### src/rtl/otter_fetch_queue.sv
// rtl/otter_fetch_queue.sv - OTTER instruction-fetch front end with {pc, ir} queue and redirect flush
module otter_fetch_queue #(
   parameter int          DEPTH    = 4,
   parameter logic [31:0] RESET_PC = 32'h00000000
) (
   input  logic        CLK,
   input  logic        RESET,
   input  logic        redirect,
   input  logic [31:0] redirect_pc,
   output logic        imem_rden,
   output logic [13:0] imem_addr,
   input  logic [31:0] imem_dout,
   output logic        de_valid,
   input  logic        de_ready,
   output logic [31:0] de_pc,
   output logic [31:0] de_ir
);

   localparam int PW = $clog2(DEPTH);
   localparam int CW = PW + 1;
   localparam logic [31:0] NOP = 32'h00000013;

   logic [31:0] fetch_pc;
   logic [31:0] inflight_pc;
   logic        inflight;
   logic [PW-1:0] rd_ptr;
   logic [PW-1:0] wr_ptr;
   logic [CW-1:0] count;
   logic [31:0] pc_q [DEPTH];
   logic [31:0] ir_q [DEPTH];

   logic        pop;
   logic        push;
   logic [CW:0] reserved;

   assign de_valid = ~RESET & (count != '0);
   assign de_pc    = RESET ? 32'h0 : pc_q[rd_ptr];
   assign de_ir    = RESET ? NOP   : ir_q[rd_ptr];

   assign pop  = de_valid & de_ready & ~redirect;
   assign push = inflight & ~redirect;

   // Slots already promised to queued entries plus the outstanding read.
   assign reserved  = {1'b0, count} + {{CW{1'b0}}, inflight} - {{CW{1'b0}}, pop};
   assign imem_rden = ~RESET & ~redirect & (reserved < (CW+1)'(DEPTH));
   assign imem_addr = fetch_pc[15:2];

   always_ff @(posedge CLK) begin
      if (RESET) begin
         fetch_pc    <= RESET_PC;
         inflight    <= 1'b0;
         inflight_pc <= 32'h0;
         rd_ptr      <= '0;
         wr_ptr      <= '0;
         count       <= '0;
         for (int i = 0; i < DEPTH; i++) begin
            pc_q[i] <= 32'h0;
            ir_q[i] <= NOP;
         end
      end else if (redirect) begin
         // The response landing this cycle belongs to the squashed path.
         fetch_pc <= redirect_pc;
         inflight <= 1'b0;
         rd_ptr   <= '0;
         wr_ptr   <= '0;
         count    <= '0;
      end else begin
         if (imem_rden) begin
            fetch_pc    <= fetch_pc + 32'd4;
            inflight_pc <= fetch_pc;
         end
         inflight <= imem_rden;
         if (push) begin
            pc_q[wr_ptr] <= inflight_pc;
            ir_q[wr_ptr] <= imem_dout;
            wr_ptr       <= wr_ptr + 1'b1;
         end
         if (pop)
            rd_ptr <= rd_ptr + 1'b1;
         count <= count + {{PW{1'b0}}, push} - {{PW{1'b0}}, pop};
      end
   end

endmodule

### config.mk
export PLATFORM = sky130hd
export DESIGN_NAME = otter_fetch_queue
export DESIGN_NICKNAME = d
export VERILOG_FILES = /design/src/rtl/otter_fetch_queue.sv
export SDC_FILE = /design/constraint.sdc
export NUM_CORES = 1
export LEC_CHECK = 0
export ABC_CLOCK_PERIOD_IN_PS = 15200
export BUFFER_PORTS_ARGS = -buffer_cell sky130_fd_sc_hd__buf_2
export CAP_MARGIN = 5
export CORE_MARGIN = 2
export CORE_UTILIZATION = 50
export CTS_CLUSTER_DIAMETER = 60
export DETAILED_ROUTE_END_ITERATION = 7
export GPL_TIMING_DRIVEN = 1
export PLACE_DENSITY = 0.69
export SYNTH_ARGS = -nofsm -noshare
export SYNTH_HDL_FRONTEND = slang
export SYNTH_SLANG_ARGS = --single-unit
### constraint.sdc
create_clock -name CLK -period 15.2 [get_ports CLK]
set_clock_uncertainty 0.05 [all_clocks]
set_input_delay 2.28 -clock CLK [delete_from_list [all_inputs] [get_ports CLK]]
set_output_delay 2.28 -clock CLK [all_outputs]
set_load 0.01 [all_outputs]
==> flow_metrics.tcl <==
set metrics [dict create \
    drcViolationCount 0 \
    cp.required_ps 12870 \
    avgViaCountPerCell 5.35 \
    min_period_ps 8110 \
    reg2reg_depth 11 \
    firstDrtPassIters 8 \
    grt_setup_unrepaired "false" \
    cp_max_fo 73 \
    status "finished, final reports clean" \
    dp_slack_ps 7120 \
    via_count 9229 \
    clkLatencyLatePin_ps 510 \
    whs_ps 405 \
    grt_pass1_vias 9230 \
    fp.dieW_um 176 \
    rrSetupSlack_ps 11770 \
    htreeDepth 2 \
    wl_per_cell_um 18.7 \
    critPathLaunchType "input pin" \
    crit_chain "buf_2 > buf_4 > nor2_1 > o311a_1 > ha_1 > inv_1 > ha_1 > and3b_4 > nor4_1 > o21ai_2 > buf_4 > inv_1 > buf_2" \
    clk_pin_slew_ps 60 \
    finalCritPeriodShare 0.534 \
    area_delta_synth_final_pct 14.0 \
    postCtsHoldBufs 0 \
    min_from "inflight_pc[10]$_SDFFE_PP0P_" \
    cts_buffers 34 \
    wl_um 32200 \
    mostFrequentLayoutCells "edfxtp_1 (256), nor2_1 (194), nand2_1 (152)" \
    rr_startpoint "count[2]$_SDFF_PP0_" \
    hold_viol_final 0 \
    drive_gt1_frac 0.228 \
    holdPathStages 2 \
    grt-ovfl-total 0 \
    syn_inst 1215 \
    worst_slew_pin_slew_ps 996 \
    fmax_ghz 0.123 \
    start_util 0.510 \
    die-area_um2 30800 \
    layout.nets 1391 \
    hpwl_um 18600 \
    drt_iter0_markers 813 \
    cp_slowest_cell "inv_1" \
    maxCapViolCount 0 \
    synth-seq-area-share 0.623 \
    cts_root_buffer "clkbuf_16" \
    grt_pass1_wl_um 50200 \
    slowest_delay_ps 740 \
    crit_arrival_ps 5780 \
    final_area_um2 16800 \
    synth_nets 1290 \
    syn_area_um2 14700 \
    worst_hold_path.endpoint "inflight_pc[10]$_SDFFE_PP0P_" \
    dieHeight_um 176 \
    clk_path_buf_depth 3 \
    ys_seq_elements 330 \
    grt_max_degree 74 \
    tritoncts "built" \
    setup_viol_count_final 0 \
    worst_hold_path_type "reg2reg" \
    portBuffers 147 \
    slew_headroom 0.333 \
    ys_warn_count 0 \
    diodes 0 \
    final_common_cell "edfxtp_1" \
    path_class "in2out" \
    antenna_found_initial 0 \
    power_density_nw_per_um2 117 \
    cp-end-kind "output pin" \
    boundaryPins 148 \
    peakVddDrop_uv 75.2 \
    maxSlewViolCount 0 \
    core_area_um2 28900 \
    rr_endpoint "inflight_pc[9]$_SDFFE_PP0P_" \
    place.gp.congestion 0.824 \
    worst_slack_ps 7090 \
    grt.total_usage 0.209 \
    placed_cell_area_um2 15700 \
    ys_types 43 \
    clock_sinks 330 \
    detail-route-antenna-nets 0 \
    fp-row-count 62 \
    finalSetupTns_ps 0 \
    postCtsSetupBuffers 0 \
    leakagePower_nw 6.66 \
    ctsResizeCount 0 \
    synth.avg_cell_area_um2 12.1 \
]
## Yosys cell counts
cell	count	area share
a211oi_1	11	0.0056
clkbuf_1	67	0.017
and3b_4	1	0.00085
or2b_1	1	0.00051
buf_2	9	0.0031
a21oi_1	62	0.021
a2111oi_1	2	0.0014
dfxtp_1	74	0.10
o22ai_1	3	0.0013
nor2_1	195	0.050
buf_6	2	0.0015
edfxtp_1	256	0.52
a2111oi_2	6	0.0061
and3_1	6	0.0026
fa_1	1	0.0014
nor3b_1	1	0.00051
o21a_1	25	0.013
nor2b_1	6	0.0026
or4_4	1	0.00076
ha_1	6	0.0051
o21ai_1	1	0.00034
a31oi_1	1	0.00043
nand4_1	8	0.0034
xor2_1	25	0.015
buf_4	15	0.0077
mux2i_1	3	0.0020
buf_1	4	0.0010
xnor2_1	8	0.0048
nand3_1	10	0.0034
o21ai_0	5	0.0017
a32oi_1	1	0.00060
o311a_1	1	0.00068
inv_1	99	0.025
nor4_1	2	0.00085
nand2b_1	3	0.0013
and2_1	62	0.026
or2_2	5	0.0021
a2111oi_4	3	0.0056
nand2_1	152	0.039
o21ai_2	1	0.00060
and4_1	5	0.0030
mux4_2	64	0.098
nor3_1	2	0.00068
## state kept, by name (all words and copies together) (netlist names), named ones only
name         cells
wr_ptr           2
inflight         1
pc_q           128
fetch_pc        32
ir_q           128
inflight_pc     32
rd_ptr           2
count            3
## metal layers
metal	wire length, µm	GRT usage	part of all wire
met4	641	0.0613	0.020
met1	14500	0.296	0.45
met2	15300	0.340	0.48
met3	1690	0.0314	0.052
met5	0	0	0
## report_power, final
group	total, W	internal (W)	switching [W]	leakage, nW
clock network	0.000822	0.000491	0.000331	0.551
registers	0.00103	0.00101	0.0000196	3.22
logic	0.000111	0.0000423	0.0000684	2.89
## per-stage QoR
step | instances | util | power, W
finish | 1724 | 0.581 | 0.00196
CTS | 1724 | 0.581 | 0.00197
floorplan | 1215 | - | 0.00112
global placement | 1664 | 0.543 | 0.00116
detailed placement | 1664 | 0.543 | 0.00116
global route | 1724 | 0.581 | 0.00202
## kinds of logic (layout without fill, tap and decap cells)
group | Yosys count | in the layout | synth area share
mux | 67 | 67 | 0.100
flops | 330 | 330 | 0.623
buf+inv | 196 | 321 | 0.0556
fa+ha+maj | 7 | 7 | 0.00646
simple gates | 460 | 460 | 0.137
compound gates | 122 | 122 | 0.0581
xor+xnor | 33 | 33 | 0.0196
## area by class of cell
| class | count | area (µm²) |
|---|---|---|
| Clock buffer | 46 | 990 |
| Inverter | 99 | 372 |
| Tap cell | 384 | 480 |
| Sequential cell | 330 | 9170 |
| Multi-Input combinational cell | 689 | 4790 |
| Fill cell | 2407 | 12100 |
| Clock inverter | 14 | 120 |
| Timing Repair Buffer | 162 | 848 |
## worst max-delay path by stage
stage	from	end	cells after the start
finish	RESET	imem_rden	13
global route	RESET	imem_rden	13
CTS	RESET	imem_rden	13
detailed placement	RESET	imem_rden	13
global placement	RESET	imem_rden	13
floorplan	redirect	ir_q[2][0]$_SDFFCE_PN1P_	4
## critical path: cells and delay by family
family          cells  cell delay, ps
simple gates        3             760
compound gates      2             310
fa+ha+maj           2             420
buf+inv             6            1970
Power figures use the tool's default switching activity.
